[src/rtl/serial_rx_if.sv]
// serial_rx_if: byte-delivery bus between the serial receiver and its consumer.
//   rx_data   [7:0] last good byte, bit 0 received first
//   rx_valid        byte pending in the holding register
//   rx_ack          consumer has taken rx_data (meaningful only while rx_valid)
//   frame_err       one-cycle pulse, stop bit sampled low
//   overrun         one-cycle pulse, good byte dropped because one was still pending
//   busy            receiver is inside a frame (not idle)
// master: the receiver side; slave: the consumer side.
interface serial_rx_if;

   logic [7:0] rx_data;
   logic       rx_valid;
   logic       rx_ack;
   logic       frame_err;
   logic       overrun;
   logic       busy;

   modport master (
      output rx_data,
      output rx_valid,
      output frame_err,
      output overrun,
      output busy,
      input  rx_ack
   );

   modport slave (
      input  rx_data,
      input  rx_valid,
      input  frame_err,
      input  overrun,
      input  busy,
      output rx_ack
   );

endinterface

[src/rtl/serial_rx.sv]
// serial_rx: asynchronous 8N1 receiver feeding the tweetboard storage stage.
// Synchronises the raw line, qualifies the start bit at its mid-point, samples
// eight data bits LSB-first at mid-bit, checks the stop bit and hands each good
// byte over through a valid/ack holding register.
// Ports:
//   sysclk    in   single clock, rising edge
//   reset     in   synchronous, active-high, overrides everything
//   serialIn  in   raw asynchronous line, idle high
//   bus       master modport of serial_rx_if (rx_data, rx_valid, rx_ack,
//             frame_err, overrun, busy); every output comes straight from a flop
//             or from the state register.
module serial_rx #(
   parameter int unsigned CLKS_PER_BIT = 5208,
   parameter int unsigned HALF_BIT     = 2604,
   parameter int unsigned CNT_W        = 13
) (
   input  logic        sysclk,
   input  logic        reset,
   input  logic        serialIn,
   serial_rx_if.master bus
);

   localparam logic [CNT_W-1:0] CntBitEnd  = CNT_W'(CLKS_PER_BIT - 1);
   localparam logic [CNT_W-1:0] CntHalfEnd = CNT_W'(HALF_BIT - 1);

   typedef enum logic [2:0] {
      StIdle,
      StStart,
      StData,
      StStop,
      StWaitIdle
   } state_e;

   state_e           state_q, state_d;
   logic             s1_q, s2_q;
   logic [CNT_W-1:0] cnt_q, cnt_d;
   logic [2:0]       idx_q, idx_d;
   logic [7:0]       sh_q, sh_d;
   logic [7:0]       rx_data_q, rx_data_d;
   logic             rx_valid_q, rx_valid_d;
   logic             frame_err_q, frame_err_d;
   logic             overrun_q, overrun_d;

   logic bit_end;
   logic half_end;

   assign bit_end  = (cnt_q == CntBitEnd);
   assign half_end = (cnt_q == CntHalfEnd);

   // Two-flop synchroniser; idles high so reset never looks like a start bit.
   always_ff @(posedge sysclk) begin
      if (reset) begin
         s1_q <= 1'b1;
         s2_q <= 1'b1;
      end else begin
         s1_q <= serialIn;
         s2_q <= s1_q;
      end
   end

   // State register.
   always_ff @(posedge sysclk) begin
      if (reset) begin
         state_q <= StIdle;
      end else begin
         state_q <= state_d;
      end
   end

   // Next-state logic.
   always_comb begin
      state_d = state_q;
      case (state_q)
         StIdle: begin
            if (!s2_q) state_d = StStart;
         end
         StStart: begin
            // A line that is high again at the start mid-point was a glitch.
            if (half_end) state_d = s2_q ? StIdle : StData;
         end
         StData: begin
            if (bit_end && (idx_q == 3'd7)) state_d = StStop;
         end
         StStop: begin
            // Leave at the stop mid-point so a back-to-back start edge is caught.
            if (bit_end) state_d = s2_q ? StIdle : StWaitIdle;
         end
         StWaitIdle: begin
            // A held-low (break) line stays here, yielding a single frame_err.
            if (s2_q) state_d = StIdle;
         end
         default: state_d = StIdle;
      endcase
   end

   // Datapath and output next values.
   always_comb begin
      cnt_d       = '0;
      idx_d       = idx_q;
      sh_d        = sh_q;
      rx_data_d   = rx_data_q;
      // Ack only matters while a byte is pending.
      rx_valid_d  = rx_valid_q & ~bus.rx_ack;
      frame_err_d = 1'b0;
      overrun_d   = 1'b0;
      case (state_q)
         StStart: begin
            cnt_d = cnt_q + CNT_W'(1);
            if (half_end) begin
               cnt_d = '0;
               idx_d = 3'd0;
            end
         end
         StData: begin
            cnt_d = cnt_q + CNT_W'(1);
            if (bit_end) begin
               cnt_d = '0;
               sh_d  = {s2_q, sh_q[7:1]};
               idx_d = idx_q + 3'd1;
            end
         end
         StStop: begin
            cnt_d = cnt_q + CNT_W'(1);
            if (bit_end) begin
               cnt_d = '0;
               if (s2_q) begin
                  // Testing the post-ack valid lets a same-cycle ack make room
                  // for the new byte instead of flagging an overrun.
                  if (!rx_valid_d) begin
                     rx_data_d  = sh_q;
                     rx_valid_d = 1'b1;
                  end else begin
                     overrun_d = 1'b1;
                  end
               end else begin
                  frame_err_d = 1'b1;
               end
            end
         end
         default: cnt_d = '0;
      endcase
   end

   // Datapath and output registers.
   always_ff @(posedge sysclk) begin
      if (reset) begin
         cnt_q       <= '0;
         idx_q       <= 3'd0;
         sh_q        <= 8'h00;
         rx_data_q   <= 8'h00;
         rx_valid_q  <= 1'b0;
         frame_err_q <= 1'b0;
         overrun_q   <= 1'b0;
      end else begin
         cnt_q       <= cnt_d;
         idx_q       <= idx_d;
         sh_q        <= sh_d;
         rx_data_q   <= rx_data_d;
         rx_valid_q  <= rx_valid_d;
         frame_err_q <= frame_err_d;
         overrun_q   <= overrun_d;
      end
   end

   assign bus.rx_data   = rx_data_q;
   assign bus.rx_valid  = rx_valid_q;
   assign bus.frame_err = frame_err_q;
   assign bus.overrun   = overrun_q;
   assign bus.busy      = (state_q != StIdle);

endmodule

[src/flat_wrapper.sv]
// flat-port wrapper written by rule: the top's interface ports become plain ports
module serial_rx_flat 
#(
   parameter int unsigned CLKS_PER_BIT = 5208,
   parameter int unsigned HALF_BIT     = 2604,
   parameter int unsigned CNT_W        = 13
)
  (sysclk, reset, serialIn, bus_rx_data, bus_rx_valid, bus_frame_err, bus_overrun, bus_busy, bus_rx_ack);
  serial_rx_if bus_i ();
  input  logic sysclk;
  input  logic reset;
  input  logic serialIn;
  output wire logic [$bits(bus_i.rx_data)-1:0] bus_rx_data;
  output wire logic [$bits(bus_i.rx_valid)-1:0] bus_rx_valid;
  output wire logic [$bits(bus_i.frame_err)-1:0] bus_frame_err;
  output wire logic [$bits(bus_i.overrun)-1:0] bus_overrun;
  output wire logic [$bits(bus_i.busy)-1:0] bus_busy;
  input wire logic [$bits(bus_i.rx_ack)-1:0] bus_rx_ack;
  assign bus_rx_data = bus_i.rx_data;
  assign bus_rx_valid = bus_i.rx_valid;
  assign bus_frame_err = bus_i.frame_err;
  assign bus_overrun = bus_i.overrun;
  assign bus_busy = bus_i.busy;
  assign bus_i.rx_ack = bus_rx_ack;
  serial_rx #(.CLKS_PER_BIT(CLKS_PER_BIT), .HALF_BIT(HALF_BIT), .CNT_W(CNT_W)) u_core (.sysclk(sysclk), .reset(reset), .serialIn(serialIn), .bus(bus_i));
endmodule
[config.mk]
export PLATFORM = sky130hd
export DESIGN_NAME = serial_rx_flat
export DESIGN_NICKNAME = d
export VERILOG_FILES = /design/src/rtl/serial_rx_if.sv /design/src/rtl/serial_rx.sv /design/src/flat_wrapper.sv
export SDC_FILE = /design/constraint.sdc
export NUM_CORES = 1
export LEC_CHECK = 0
export ABC_AREA = 0
export CAP_MARGIN = 20
export CORE_ASPECT_RATIO = 0.75
export CORE_MARGIN = 2
export CORE_UTILIZATION = 35
export DETAILED_ROUTE_END_ITERATION = 8
export REMOVE_ABC_BUFFERS = 1
export SLEW_MARGIN = 0
export SYNTH_ARGS = -nofsm -noshare
export SYNTH_HDL_FRONTEND = slang
export SYNTH_SLANG_ARGS = --single-unit
[constraint.sdc]
create_clock -name sysclk -period 3.2 [get_ports sysclk]
set_input_delay 0.96 -clock sysclk [delete_from_list [all_inputs] [get_ports sysclk]]
set_output_delay 0.96 -clock sysclk [all_outputs]
set_load 0.01 [all_outputs]
==> summary by stage <==
Run status
The run finished with clean final reports.

Global route
The global-route usage over all layers is 12.4%. The number of global-route vias before repair came to 1145. Entering global routing, the biggest net connects 26 pins. The number of antenna violations at the first check in global routing is 0.

The first global-routing pass estimated 5.34 mm of wire. For this run the aggregate overflow at the end of global routing stands at 0.

Critical path
The peak fanout along the critical path is 10. The nature of the critical path endpoint is an output pin. The arrival time at the worst endpoint is 1.59 ns. Data on the critical path is required at its endpoint by 2.24 ns. The worst setup path is of the flip-flop to output pin kind. The kind of launch point of the worst setup path is a flip-flop.

Clock network
The number of H-tree levels is 2. In this run, CTS created clock tree buffers numbering 5. The clock slew seen by the registers of the worst setup and hold paths is 0.08 ns. TritonCTS built the clock tree.

The hold buffer count at CTS is 0. No sink is reached through more buffers than the 2 on the longest clock path. The post-CTS setup-driven buffer insertion count is 0.

The root buffer cell chosen for the clock tree is clkbuf_8. The number of gates resized after cts is 0. The clock reaches the later pin of the worst-skew pair after 0.30 ns. The total number of clock tree sinks is 40.

Yosys
The number of different library cells used by synthesis comes to 33. In the synthesized netlist, the number of instances is 181. Summing the areas of all compound-gate instances in the mapped netlist gives 2.57% of the synthesized area. Multiplexer cells account for 12.3% of the synthesized area. The cell area that synthesis handed to floorplanning was 1710 um2.

Summing the areas of all fa, ha and maj instances in the mapped netlist gives 2.20% of the synthesized area. For this run, the register share of the synthesized area comes to 46.9%. The dominant combinational cell family by area after synthesis is simple AND/OR/NAND/NOR gates. The synthesized area divided by synthesized cell count is 9.43 um2. Yosys attributes the largest share of cell area to dfxtp_1 (47%), mux2i_1 (12%), nor2_1 (7.5%), xor2_1 (3.6%), nand2b_1 (2.9%). Summing the areas of all and, or, nand and nor instances in the mapped netlist gives 26.7% of the synthesized area. The synthesized netlist devotes 5.65% of its cell area to XOR and XNOR gates.

The fraction of synthesized cell area taken by the top area cell type is 46.9%. In this run, synthesis produced a sequential element count of 40. Of all cell types, the one taking the most synthesized area is dfxtp_1. During synthesis, Yosys emitted a total of 0 warnings.

Placement
During placement, the flow inserted port buffers numbering 15. The placed instances occupy a cell area of 1880 um2. Including well taps, the total number of placed cells is 245. The estimated wirelength of the detail-placed design is 2.07 mm. At the end of routability-driven placement, the weighted congestion stood at 0.792.

Layout
After the last flow step, the layout net total stands at 202. Counting the fill cells in the layout gives 467. The finished layout holds 253 standard cells, fillers aside. From synthesis to final layout, the design area changed by 16.7%.

The count of antenna diodes in the layout is 0. In the final layout, the share of cells above drive strength 1 is 6.63%. The library cells used most frequently in the layout, excluding fill and tap cells, are dfxtp_1 (40), nor2_1 (34), mux2i_1 (21). The finished cells cover 1990 um2. The most frequent standard cell in the layout excluding fill and tap cells is dfxtp_1.

Floorplan
After floorplanning, the core was sized to cover 4570 um2. The die is 84.6 um wide. The die is 64.5 um tall. The area enclosed by the die boundary is 5460 um2. The floorplan has 21 rows.

Pin placement for this block handled 16 I/O pins. For this configuration, the core starts out at a cell density of 37.3%.

Power and ir drop
The switching fraction of total power is 20.1%. The internal portion of the total power is 0.000738 W. Combinational logic burns 1.9% of the power. The worst-case IR drop observed on VDD is 0.190 mV.

The portion of total power attributed to the clock network is 43.9%. The net load switching power is 0.000186 W. The sequential group share of total power is 54.2%. The leakage power summed over all cells is 0.801 nW. The power per unit of standard cell area is 464 nW/um2.

Timing
The minimum period implied by the final worst setup slack is 2.55 ns. The setup clock skew after layout is 0.00766 ns. Setup violations remaining at the end of the flow were counted as 0.

The relative max-transition margin is 64.0%. Setup repair after global routing left no endpoint under its margin. The final period utilization is 79.5%. The top achievable clock speed is 393 MHz.

The total count of hold-check failures in the final report is 0. For the final routed database, the setup TNS stands at 0 ns. The worst-case hold slack is 0.412 ns. For the pin with the worst max-slew slack, the measured transition is 0.540 ns. The number of max-slew violations in the final report is 0.

Routing
The count of nets left with antenna violations once routing finished came out at 0. The routed wire length is 2.96 mm. The number of remaining DRC errors is 0.

The number of optimization iterations in the first detailed-route pass is 4. The vias after detailed routing is 1198. After detailed routing, the number of vias per cell comes to 4.74. Dividing the detail-routed wire length by the instance count gives 11.7 um.

The first-iteration detailed-routing DRC count is 56.

Hold path
The type of the worst min-delay path is flip-flop to flip-flop.

Run
The tool flagged a number of max-cap violations equal to 0.
## final cells by class
| class | count | area, um2 | share of cell area, % |
|---|---|---|---|
| inverter | 2 | 7.51 | 0.377 |
| sequential | 40 | 801 | 40.2 |
| timing repair buffer | 16 | 158 | 7.91 |
| clock inverter | 3 | 42.5 | 2.14 |
| tap | 57 | 71.3 | 3.58 |
| multi-input combinational | 130 | 843 | 42.3 |
| clock buffer | 5 | 68.8 | 3.45 |
## power groups by stage
stage,sequential (W),clock (W),combinational [W]
after global placement,0.000512,0,0.0000179
after CTS,0.000501,0.000419,0.0000179
after floorplan,0.000512,0,0.00000673
after detailed placement,0.000512,0,0.0000178
after global routing,0.000501,0.000445,0.0000198
final,0.000501,0.000405,0.0000179
## flip-flops by register name, summed over array words and instances, names as in the netlist
register / count
u_core.bus.rx_data: 8
u_core.s2_q: 1
u_core.cnt_q: 13
u_core.bus.overrun: 1
u_core.idx_q: 3
u_core.bus.frame_err: 1
u_core.state_q: 3
u_core.sh_q: 8
u_core.bus.rx_valid: 1
u_core.s1_q: 1
## metal layers
layer	vias up	part of all wire (%)	global-route usage, %	routed length [um]
met5	-	0	0	0
met4	0	0.64	6.55	19
met3	2	3.2	3.44	96
met2	16	40	16.4	1180
met1	532	56	18.1	1670
li1	648	-	-	-
## metrics by stage
stage	utilization [%]	setup slack [ns]	total power, W
floorplan	-	1.32	0.000518
global placement	41.1	0.795	0.000530
detailed placement	41.1	0.778	0.000530
CTS	43.6	0.644	0.000938
global route	43.6	0.603	0.000966
finish	43.6	0.654	0.000924
## cell usage after synthesis (all sizes together)
| library cell | n |
|---|---|
| nor2 | 34 |
| and4bb | 1 |
| o31ai | 1 |
| nor4 | 2 |
| xor2 | 7 |
| or4 | 2 |
| nand3 | 8 |
| clkbuf | 4 |
| ha | 3 |
| or3 | 2 |
| nand2 | 9 |
| o21ai | 2 |
| and4 | 3 |
| mux2i | 21 |
| nand3b | 1 |
| inv | 2 |
| a31oi | 1 |
| nor4b | 1 |
| or3b | 1 |
| nand4 | 2 |
| a21oi | 4 |
| or2 | 2 |
| nand2b | 8 |
| dfxtp | 40 |
| nor4bb | 2 |
| nor2b | 2 |
| and3 | 3 |
| buf | 5 |
| xnor2 | 4 |
| nor3 | 4 |
## worst paths after layout
kind,cells past startpoint,slack (ns),to,from
max,2,0.65,bus_busy,u_core.state_q[2]
min,1,0.41,u_core.s2_q,u_core.s1_q
max reg2reg,6,0.95,u_core.idx_q[0],u_core.cnt_q[0]
min reg2reg,1,0.41,u_core.s2_q,u_core.s1_q
## cell families after synthesis
family,Yosys count
xor+xnor,11
buf+inv,11
compound gates,8
flops,40
simple gates,87
mux,21
fa+ha+maj,3
## critical path, stage by stage, from the launching register on
cell and delay [ns]:
dfxtp_1 0.40, or3_1 0.41, clkdlybuf4s50_1 0.49
(Power assumes the default switching activity.)
